<file path="src/rtl/types_pkg.sv">
// -----------------------------------------------------------------------------
// types_pkg
// Shared CSR-unit types: CSR address, Zicsr op encoding, register index and
// data word, plus helpers used by csr_bank to decode and merge CSR ops.
// -----------------------------------------------------------------------------
package types_pkg;

    typedef logic [11:0] CsrAddrT;
    typedef logic [4:0]  r;
    typedef logic [31:0] word;

    // funct3 encoding of the Zicsr instructions
    typedef enum logic [2:0] {
        CSRRW  = 3'b001,
        CSRRS  = 3'b010,
        CSRRC  = 3'b011,
        CSRRWI = 3'b101,
        CSRRSI = 3'b110,
        CSRRCI = 3'b111
    } csr_op_t;

    localparam int CSR_BANK_MAX_WIDTH = 32;

    // Merged value of a CSR op applied to current value d with operand src.
    function automatic word csr_op_apply(csr_op_t op, word d, word src);
        word res;
        case (op)
            CSRRW, CSRRWI: res = src;
            CSRRS, CSRRSI: res = d | src;
            CSRRC, CSRRCI: res = d & ~src;
            default:       res = d;
        endcase
        return res;
    endfunction

    function automatic logic csr_op_is_imm(csr_op_t op);
        return op[2];
    endfunction

    // Set/clear forms with x0 / zimm==0 are pure reads.
    function automatic logic csr_op_writes(csr_op_t op, r rs1_zimm);
        logic wr;
        case (op)
            CSRRW, CSRRWI:                 wr = 1'b1;
            CSRRS, CSRRC, CSRRSI, CSRRCI:  wr = (rs1_zimm != 5'd0);
            default:                       wr = 1'b0;
        endcase
        return wr;
    endfunction

endpackage

</file>
<file path="src/rtl/csr_bank_cell.sv">
// -----------------------------------------------------------------------------
// csr_bank_cell
// One CSR of the bank: software write mask merge, hardware replace/set/clear
// with fixed priority, optional change strobe.
//
// Optional feature: CSR_BANK_WSTROBE_EN adds the registered wstrobe output.
//
// Ports:
//   clk, reset_n  clock, asynchronous active-low reset
//   sw_we         software write to this register this cycle
//   sw_val        op result (unmasked) for this register
//   ext_set/clr   hardware set / clear bits
//   ext_we        hardware full replace with ext_data
//   val_q         current register value
//   val_d         next register value
//   wstrobe       (optional) one-cycle pulse after the value changed
// -----------------------------------------------------------------------------
module csr_bank_cell #(
    parameter int               Width      = 32,
    parameter logic [Width-1:0] ResetValue = '0,
    parameter logic [Width-1:0] WMask      = '1
) (
    input  logic             clk,
    input  logic             reset_n,
    input  logic             sw_we,
    input  logic [Width-1:0] sw_val,
    input  logic [Width-1:0] ext_set,
    input  logic [Width-1:0] ext_clr,
    input  logic             ext_we,
    input  logic [Width-1:0] ext_data,
    output logic [Width-1:0] val_q,
    output logic [Width-1:0] val_d
`ifdef CSR_BANK_WSTROBE_EN
    ,
    output logic             wstrobe
`endif
);

    logic [Width-1:0] sw_next;

    always_comb begin
        sw_next = sw_we ? ((val_q & ~WMask) | (sw_val & WMask)) : val_q;
        // Replace wins outright; otherwise set beats any clear so a pend
        // raised in the same cycle as an ack is never lost.
        if (ext_we) begin
            val_d = ext_data;
        end else begin
            val_d = ext_set | (sw_next & ~ext_clr);
        end
    end

    always_ff @(posedge clk or negedge reset_n) begin
        if (!reset_n) begin
            val_q <= ResetValue;
        end else begin
            val_q <= val_d;
        end
    end

`ifdef CSR_BANK_WSTROBE_EN
    logic wstrobe_d;
    logic wstrobe_q;

    always_comb begin
        wstrobe_d = (val_d != val_q);
    end

    always_ff @(posedge clk or negedge reset_n) begin
        if (!reset_n) begin
            wstrobe_q <= 1'b0;
        end else begin
            wstrobe_q <= wstrobe_d;
        end
    end

    assign wstrobe = wstrobe_q;
`endif

endmodule

</file>
<file path="src/rtl/csr_bank.sv">
// -----------------------------------------------------------------------------
// csr_bank
// Array of NumRegs CSRs at BaseAddr..BaseAddr+NumRegs-1. Decodes Zicsr ops,
// applies per-bit write masks and per-register read enables, and merges
// hardware set/clear/replace ports (see csr_bank_cell).
//
// Optional feature: CSR_BANK_WSTROBE_EN adds output wstrobe[NumRegs].
//
// Ports:
//   clk, reset_n       clock, asynchronous active-low reset
//   csr_enable         CSR instruction valid
//   csr_addr, csr_op   address and Zicsr op
//   rs1_zimm, rs1_data rs1 index / zimm, rs1 value
//   ext_set, ext_clr   hardware set / clear bits per register
//   ext_write_enable   hardware full replace per register, data in ext_data
//   hit                enabled access inside the bank
//   out                old value of addressed register (RdEn gated)
//   direct_out         next value of addressed register
//   illegal            write attempt to a fully read-only register
//   regs_q             all register contents
//   wstrobe            (optional) per-register change pulse
// -----------------------------------------------------------------------------
module csr_bank
    import types_pkg::*;
#(
    parameter int                             NumRegs     = 4,
    parameter int                             Width       = 32,
    parameter CsrAddrT                        BaseAddr    = CsrAddrT'(12'h300),
    parameter logic [NumRegs-1:0][Width-1:0]  ResetValues = '0,
    parameter logic [NumRegs-1:0][Width-1:0]  WMask       = '1,
    parameter logic [NumRegs-1:0]             RdEn        = '1
) (
    input  logic                             clk,
    input  logic                             reset_n,
    input  logic                             csr_enable,
    input  CsrAddrT                          csr_addr,
    input  csr_op_t                          csr_op,
    input  r                                 rs1_zimm,
    input  word                              rs1_data,
    input  logic [NumRegs-1:0][Width-1:0]    ext_set,
    input  logic [NumRegs-1:0][Width-1:0]    ext_clr,
    input  logic [NumRegs-1:0]               ext_write_enable,
    input  logic [NumRegs-1:0][Width-1:0]    ext_data,
    output logic                             hit,
    output word                              out,
    output word                              direct_out,
    output logic                             illegal,
    output logic [NumRegs-1:0][Width-1:0]    regs_q
`ifdef CSR_BANK_WSTROBE_EN
    ,
    output logic [NumRegs-1:0]               wstrobe
`endif
);

    CsrAddrT                       idx;
    logic                          in_range;
    logic                          sw_wr;
    word                           src;
    word                           cur;
    word                           op_res;
    logic [Width-1:0]              sw_val;
    logic [NumRegs-1:0]            sel;
    logic [NumRegs-1:0][Width-1:0] next_val;

    // Wrapping subtraction; the >= test rejects addresses below the base.
    assign idx      = csr_addr - BaseAddr;
    assign in_range = (csr_addr >= BaseAddr) && (idx < CsrAddrT'(NumRegs));
    assign hit      = csr_enable && in_range;
    assign sw_wr    = csr_op_writes(csr_op, rs1_zimm);
    assign src      = csr_op_is_imm(csr_op) ? word'(rs1_zimm) : rs1_data;

    always_comb begin
        sel        = '0;
        cur        = '0;
        out        = '0;
        direct_out = '0;
        illegal    = 1'b0;
        for (int i = 0; i < NumRegs; i++) begin
            if (hit && (idx == CsrAddrT'(i))) begin
                sel[i]     = 1'b1;
                cur        = word'(regs_q[i]);
                out        = RdEn[i] ? word'(regs_q[i]) : '0;
                direct_out = word'(next_val[i]);
                illegal    = sw_wr && (WMask[i] == '0);
            end
        end
    end

    assign op_res = csr_op_apply(csr_op, cur, src);
    assign sw_val = op_res[Width-1:0];

    for (genvar g = 0; g < NumRegs; g++) begin : g_cell
        csr_bank_cell #(
            .Width      (Width),
            .ResetValue (ResetValues[g]),
            .WMask      (WMask[g])
        ) u_cell (
            .clk      (clk),
            .reset_n  (reset_n),
            .sw_we    (sel[g] && sw_wr),
            .sw_val   (sw_val),
            .ext_set  (ext_set[g]),
            .ext_clr  (ext_clr[g]),
            .ext_we   (ext_write_enable[g]),
            .ext_data (ext_data[g]),
            .val_q    (regs_q[g]),
            .val_d    (next_val[g])
`ifdef CSR_BANK_WSTROBE_EN
            ,
            .wstrobe  (wstrobe[g])
`endif
        );
    end

endmodule

</file>
<file path="config.mk">
export PLATFORM = sky130hd
export DESIGN_NAME = csr_bank
export DESIGN_NICKNAME = d
export VERILOG_FILES = /design/src/rtl/types_pkg.sv /design/src/rtl/csr_bank_cell.sv /design/src/rtl/csr_bank.sv
export SDC_FILE = /design/constraint.sdc
export NUM_CORES = 1
export LEC_CHECK = 0
export BUFFER_PORTS_ARGS = -buffer_cell sky130_fd_sc_hd__clkbuf_2
export CORE_AREA = 8 8 245 247
export CTS_CLUSTER_SIZE = 30
export DETAILED_ROUTE_END_ITERATION = 10
export DIE_AREA = 0 0 253 255
export PLACE_DENSITY = 0.45
export SLEW_MARGIN = 0
export SYNTH_ARGS = -nofsm -noshare
export SYNTH_HDL_FRONTEND = slang
export SYNTH_SLANG_ARGS = --single-unit
</file>
<file path="constraint.sdc">
create_clock -name clk -period 2.9 [get_ports clk]
set_input_delay 0.435 -clock clk [delete_from_list [all_inputs] [get_ports clk]]
set_output_delay 0.435 -clock clk [all_outputs]
set_load 0.02 [all_outputs]
</file>
==> summary.md, run 1 <==
| Metric | Value |
|---|---|
| Status | `finished, violations left` |
| Failing checks | `setup timing` |
| Mapped Avg Cell Area | `approximately 8 um^2` |
| TritonCTS Sinks | `around 130` |
| Slowest CP cell | `or4_4` |
| CORE AREA | `approximately 56000 um^2` |
| Crit Path Category | `input pin to output pin` |
| Lkg Pwr | `9.44 nW` |
| CTS Buf Count | `17` |
| WL final | `around 84 mm` |
| Max Clk Rate | `~300 MHz` |
| CP Cell Sequence | `buf_6 > nor4bb_4 > buf_4 > buf_8 > nand4_1 > o21ai_4 > buf_12 > nor3b_2 > or4_4 > a21oi_4 > a211o_1 > clkbuf_8` |
| Drt pass-1 iters | `5` |
| Skew final | `0.0140 ns` |
| Port bufs | `635` |
| Biggest regs | `g_cell.u_cell.val_q x128` |
| Post-Synthesis Cell Area | `~12000 um^2` |
| Worst Max-Slew Pin Slew | `roughly 0.6 ns` |
| Max FFs per register | `128` |
| Ys flop type | `dfrtp_1` |
| Vias in the first global route | `between 15000 and 20000` |
| DIE WIDTH | `~250 um` |
| Die area | `around 65000 um^2` |
| Area of placed instances | `18000 um^2` |
| Async SR Flop Fraction | `1.00` |
| Cell count after placement | `around 3000` |
| Worst hold path class | `input pin to register` |
| Clock transition at the registers of the reported paths | `roughly 0.07 ns` |
| Share of cells above drive strength 1 | `0.517` |
| Starting density of the core | `0.214` |
| Crit-path max FO | `6` |
| Post-DP HPWL | `between 60 and 70 mm` |
| Synthesis Warnings | `0` |
| CP bufs+invs | `5` |
| DR vias/cell | `roughly 5.2` |
| Chip Height | `255 um` |
| Level count of the clock H-tree | `4` |
| Syn Inst Count | `roughly 1500` |
| Via count | `roughly 16000` |
| Cell Rows | `87` |
| Top-level I/O count | `roughly 640` |
| Antenna-violating nets left | `0` |
| GRT Resource Usage Total | `0.247` |
| Setup WS pre-CTS | `-0.751 ns` |
| Finished Cell Area | `20400 um^2` |
| Final setup viols | `32` |
| Syn Nets | `around 1900` |
| Family with the most delay on the worst path | `simple AND/OR/NAND/NOR gates` |
| Crit path largest cell delay | `around 0.53 ns` |
| Register bank with the most flops | `g_cell.u_cell.val_q` |
| Final period util | `1.14` |
| Slack of the worst reg-to-reg path | `approximately 0.8 ns` |
| CTS tree | `done` |
| Nets@finish | `2757` |
| Setup crit start kind | `input pin` |
| Final Hold Violating Endpoints | `0` |
| Max cap viols | `0` |
| Cell variety after synth | `79` |
| Hold slack | `0.133 ns` |
| PwrDens | `around 330 nW/um^2` |
| RSZ-0062 raised after global routing | `yes` |
| Drt wl/cell | `roughly 27 um` |
| Final-report max-slew violation count | `0` |
| Maximum vdd ir drop | `0.000465 V` |
| DRT iter0 DRCs | `roughly 1100` |
| Initial antenna violation count | `3` |
| First-pass GRT wire length | `between 100 and 150 mm` |
| CP arrival | `~2.9 ns` |
| Non-filler cells, final | `roughly 3000` |
| Post-synth EDFFs | `0` |
| Yosys reg bits | `~130` |
| Layout overhead on the synthesized area | `70.3%` |
| GPL Wtd Cong | `0.954` |
| PnR worst setup slack | `-0.407 ns` |
| Clock latency on the worst-skew pair | `slightly below 0.5 ns` |
| GR Overflow Total | `0` |
| Slew Limit Headroom | `0.592` |
| Sequential fraction of the synthesis area | `0.267` |
| Tmin final | `between 3 and 4 ns` |
| Critical Path End Type | `output pin` |
| DR DRC count | `0` |
| Pin count of the biggest net entering global routing | `46` |
| WP data required | `roughly 2.5 ns` |
| Root buf cell | `clkbuf_16` |
| Clk buf depth | `2` |
worst reg2reg max path, cell delays in order, from the launching register on:
cell and delay (ns):
dfrtp_1 0.46, mux4_2 0.48, nand4_1 0.13, a22o_1 0.20, buf_4 0.15, buf_4 0.11, nor2_1 0.04, a21oi_1 0.11
nor3_1 0.05, or2_2 0.26
kinds of logic after synthesis:
group                     synth area share
other                             0.000313
AOI/OAI and AO/OA                    0.272
and+or+nand+nor                      0.196
xor gates and xnor gates            0.0241
buffers and inverters               0.0715
DFF                                  0.267
muxes                                0.169
where the power goes:
group	switching [W]	leakage (nW)	internal, W
sequential	0.000209	1.45	0.00195
clock	0.000978	0.256	0.00119
combinational	0.00136	7.74	0.00104
total	0.00254	9.44	0.00419
cells in the final DEF (no fill, tap or decap), drive strengths merged, types with 30 or more instances in the layout:
cell type    n
nor3        46
inv         65
nor2b       41
dfrtp      128
mux2i      101
o31ai       55
xnor2       30
o21ai       97
mux4        32
nor2       103
a21oi      142
nand2      137
buf        331
clkbuf     637
path summary, 6_finish.rpt:
check                                            from                         end  depth (start not counted)
max in group asynchronous                     reset_n  g_cell[0].u_cell.val_q[26]                          3
hold / removal                            ext_clr[42]  g_cell[1].u_cell.val_q[10]                          2
min in group asynchronous                     reset_n  g_cell[0].u_cell.val_q[23]                          2
setup reg to reg           g_cell[2].u_cell.val_q[28]  g_cell[2].u_cell.val_q[28]                          9
setup / recovery                         csr_addr[10]               direct_out[9]                         12
hold reg to reg             g_cell[3].u_cell.val_q[6]   g_cell[3].u_cell.val_q[6]                          2
cell usage after synthesis, drive strengths merged, types with 9 or more instances:
cell	count	area (um^2)
inv	64	240
xnor2	30	263
nand2b	16	100
mux2i	101	1010
mux4	32	721
nor2b	41	257
a21oi	142	711
mux2	26	293
a211oi	19	143
a22o	22	193
o22ai	29	181
nor3	46	235
dfrtp	128	3200
a22oi	13	103
a221o	10	100
a311oi	14	123
nand3	13	80.1
nor2	103	389
nand4	28	175
and2	17	106
or3	9	56.3
o211ai	22	165
or2	17	106
nand2	137	514
o21ai	97	497
nor3b	15	113
buf	67	403
o31ai	55	433
clkbuf	56	210
repair_timing:
item | CTS | global route
setup endpoints to repair | 32 | 32
pin swaps | 41 | 55
setup buffers | 26 | 24
hold endpoints to repair | 39 | 0
hold buffers | 1 | 0
gates resized for setup | 177 | 140
gates cloned | 3 | 6
stage by stage:
step,total power [W],utilization,TNS [ns]
finish,0.00673,0.365,-9.69
global route,0.00702,0.365,-12.07
CTS,0.00670,0.349,-10.64
detailed placement,0.00441,0.321,-17.54
global placement,0.00440,0.321,-17.25
floorplan,0.00319,-,-0.389
metal layers:
metal,up-vias,wire [um],GRT usage
met5,-,27,0
met4,4,2100,0.0794
met2,718,42500,0.434
li1,7169,-,-
met1,7904,34900,0.301
met3,119,4930,0.0494
cell type report:
cell class / count / area, um^2
Timing Repair Buffer: 948 / 6720
Tap cell: 756 / 946
Clock inverter: 7 / 65.1
Antenna cell: 2 / 5.00
Multi-Input combinational cell: 1154 / 8770
Sequential cell: 128 / 3200
Inverter: 65 / 246
Clock buffer: 21 / 460
Fill cell: 5940 / 35500
(Power assumes the default switching activity.)
==> run 2: changes to the inputs <==
--- a/config.mk
+++ b/config.mk
@@ -6,11 +6,12 @@
 export NUM_CORES = 1
 export LEC_CHECK = 0
 export BUFFER_PORTS_ARGS = -buffer_cell sky130_fd_sc_hd__clkbuf_2
-export CORE_AREA = 8 8 245 247
+export CORE_AREA = 8 8 242 244
 export CTS_CLUSTER_SIZE = 30
 export DETAILED_ROUTE_END_ITERATION = 10
-export DIE_AREA = 0 0 253 255
-export PLACE_DENSITY = 0.45
+export DIE_AREA = 0 0 250 252
+export PLACE_DENSITY = 0.46
+export SKIP_CTS_REPAIR_TIMING = 1
 export SLEW_MARGIN = 0
 export SYNTH_ARGS = -nofsm -noshare
 export SYNTH_HDL_FRONTEND = slang
==> run 2 against run 1 <==
Against the previous run:
- the flow still finishes with violations (setup timing)
- sequential power about the same
- setup slack improved by 0.027 ns
- combinational power decreased by 2%
- critical path depth unchanged
- cell count decreased by 2.7%
- register-to-register slack about the same
- die area decreased by 2.3%
- first-iteration DRC count increased by 4.0%
- non-clock buffer count decreased by 35
==> summary.md, run 2 (synthesis gave the netlist of run 1 again) <==
| Metric | Value |
|---|---|
| Failing checks | `setup timing` |
| DIE WIDTH | `about 250 um` |
| Tmin final | `about 3.3 ns` |
| Via count | `roughly 16000` |
| Maximum vdd ir drop | `about 0.0005 V` |
| Pin count of the biggest net entering global routing | `56` |
| Clock transition at the registers of the reported paths | `approximately 0.06 ns` |
| M3 GR Usage | `0.0543` |
| Crit Path Category | `input pin to output pin` |
| Worst Max-Slew Pin Slew | `around 0.65 ns` |
| Drt pass-1 iters | `8` |
| DR DRC count | `0` |
| Slew Limit Headroom | `0.564` |
| Finished Cell Area | `slightly below 20000 um^2` |
| Chip Height | `between 200 and 300 um` |
| Layout overhead on the synthesized area | `65.3%` |
| Share of cells above drive strength 1 | `0.503` |
| PwrDens | `roughly 360 nW/um^2` |
| Max cap viols | `0` |
| Critical Path Source | `csr_addr[6]` |
| M1 GR Usage | `0.290` |
| Root buf cell | `clkbuf_16` |
| CTS Buf Count | `17` |
| TritonCTS Sinks | `around 130` |
| Final core utilization | `0.363` |
| Drt wl/cell | `between 20 and 30 um` |
| Slack of the worst reg-to-reg path | `around 0.78 ns` |
| Reg2reg path depth | `10` |
| Skew final | `0.0112 ns` |
| Final period util | `1.13` |
| R2r startpoint | `g_cell[2].u_cell.val_q[20]` |
| Post-DP HPWL | `approximately 64 mm` |
| Clock latency on the worst-skew pair | `between 0.4 and 0.5 ns` |
| Level count of the clock H-tree | `4` |
| Nets@finish | `2722` |
| WP data required | `~2.5 ns` |
| First-pass GRT wire length | `about 110 mm` |
| Total power | `roughly 0.0071 W` |
| Most frequent cells in the layout | `clkbuf_2 (592), buf_4 (215), nand2_1 (135), dfrtp_1 (128), a21oi_1 (123)` |
| Top-level I/O count | `637` |
| Biggest regs | `g_cell.u_cell.val_q x128` |
| Critical Path End Type | `output pin` |
| Final-report max-slew violation count | `0` |
| GPL Wtd Cong | `approximately 0.90` |
| Port bufs | `635` |
| GR Overflow Total | `0` |
| Die area | `around 63000 um^2` |
| Top Usage Layer GRT | `met2` |
| Hold slack | `roughly 0.13 ns` |
| DRT iter0 DRCs | `1149` |
| Final Hold Violating Endpoints | `0` |
| Status | `finished, violations left` |
| Vias in the first global route | `roughly 16000` |
| CTS tree | `done` |
| Clk buf depth | `2` |
| CP arrival | `about 2.9 ns` |
| Crit-path max FO | `8` |
| RSZ-0062 raised after global routing | `yes` |
| Crit path capture | `direct_out[22]` |
| CP Cell Sequence | `buf_6 > nor4b_4 > buf_6 > nand3_4 > o31ai_4 > buf_6 > buf_12 > nor3_2 > or4_4 > a21oi_2 > a211o_1 > buf_6` |
| PnR worst setup slack | `-0.380 ns` |
| Reg2reg end | `g_cell[2].u_cell.val_q[20]` |
| CORE AREA | `between 50000 and 60000 um^2` |
| # fillers | `between 5000 and 6000` |
| Most common cell after layout, fill and taps aside | `clkbuf_2` |
| Max Clk Rate | `between 300 and 400 MHz` |
| Setup crit start kind | `input pin` |
| Register bank with the most flops | `g_cell.u_cell.val_q` |
| Slowest CP cell | `or4_4` |
| Max FFs per register | `128` |
| Final setup viols | `32` |
| Cell Rows | `86` |
| Grt met2 use | `0.416` |
| Area of placed instances | `17800 um^2` |
| Crit path largest cell delay | `roughly 0.52 ns` |
| WL final | `around 81 mm` |
| Initial antenna violation count | `4` |
| Most frequent CP cell | `buf_6` |
| DR vias/cell | `about 5.3` |
| Lkg Pwr | `slightly above 9 nW` |
| GRT Resource Usage Total | `0.239` |
| Worst hold path class | `input pin to register` |
| Starting density of the core | `0.219` |
| Antenna-violating nets left | `0` |
run 2: stage by stage:
| stage | setup WS [ns] | std cells | TNS, ns |
|---|---|---|---|
| after floorplan | -0.165 | 1470 | -0.389 |
| after detailed placement | -0.630 | 2933 | -15.84 |
| after global routing | -0.412 | 2998 | -11.27 |
| after CTS | -0.642 | 2965 | -15.95 |
| after global placement | -0.691 | 2933 | -15.90 |
| final | -0.380 | 2999 | -9.90 |
run 2: layout make-up:
class                   instances  area, um^2  area share
multi-input cells            1154        8710       0.439
clock buffers                  23         478      0.0241
inverters                      65         246      0.0124
clock inverters                 9         179     0.00903
repair buffers                913        6110       0.309
well taps                     704         881      0.0445
diodes                          3        7.51    0.000379
flip-flops and latches        128        3200       0.162
run 2: worst min path at each step:
stage	startpoint	to	slack, ns	depth (start not counted)
detailed placement	reset_n	g_cell[1].u_cell.val_q[27]	0.49	1
finish	ext_clr[53]	g_cell[1].u_cell.val_q[21]	0.13	2
CTS	reset_n	g_cell[3].u_cell.val_q[14]	-0.06	1
floorplan	reset_n	g_cell[0].u_cell.val_q[0]	0.14	0
global placement	reset_n	g_cell[1].u_cell.val_q[27]	0.49	1
global route	ext_clr[53]	g_cell[1].u_cell.val_q[21]	0.10	2
run 2: worst max-delay path, delay by kind of cell:
family / cells / cell delay [ns]
compound gates: 3 / 0.52
buf+inv: 5 / 0.74
simple gates: 4 / 1.14
run 2: power breakdown:
part,internal [W],leakage (nW),switching (W)
clock network,0.00159,0.314,0.000970
logic,0.00102,7.43,0.00133
registers,0.00195,1.45,0.000206
total,0.00456,9.19,0.00250
run 2: layer usage:
metal  up-vias  share of wire
met2       757           0.50
li1       7106              -
met5         -              0
met3       109          0.068
met4         0          0.025
met1      7814           0.41
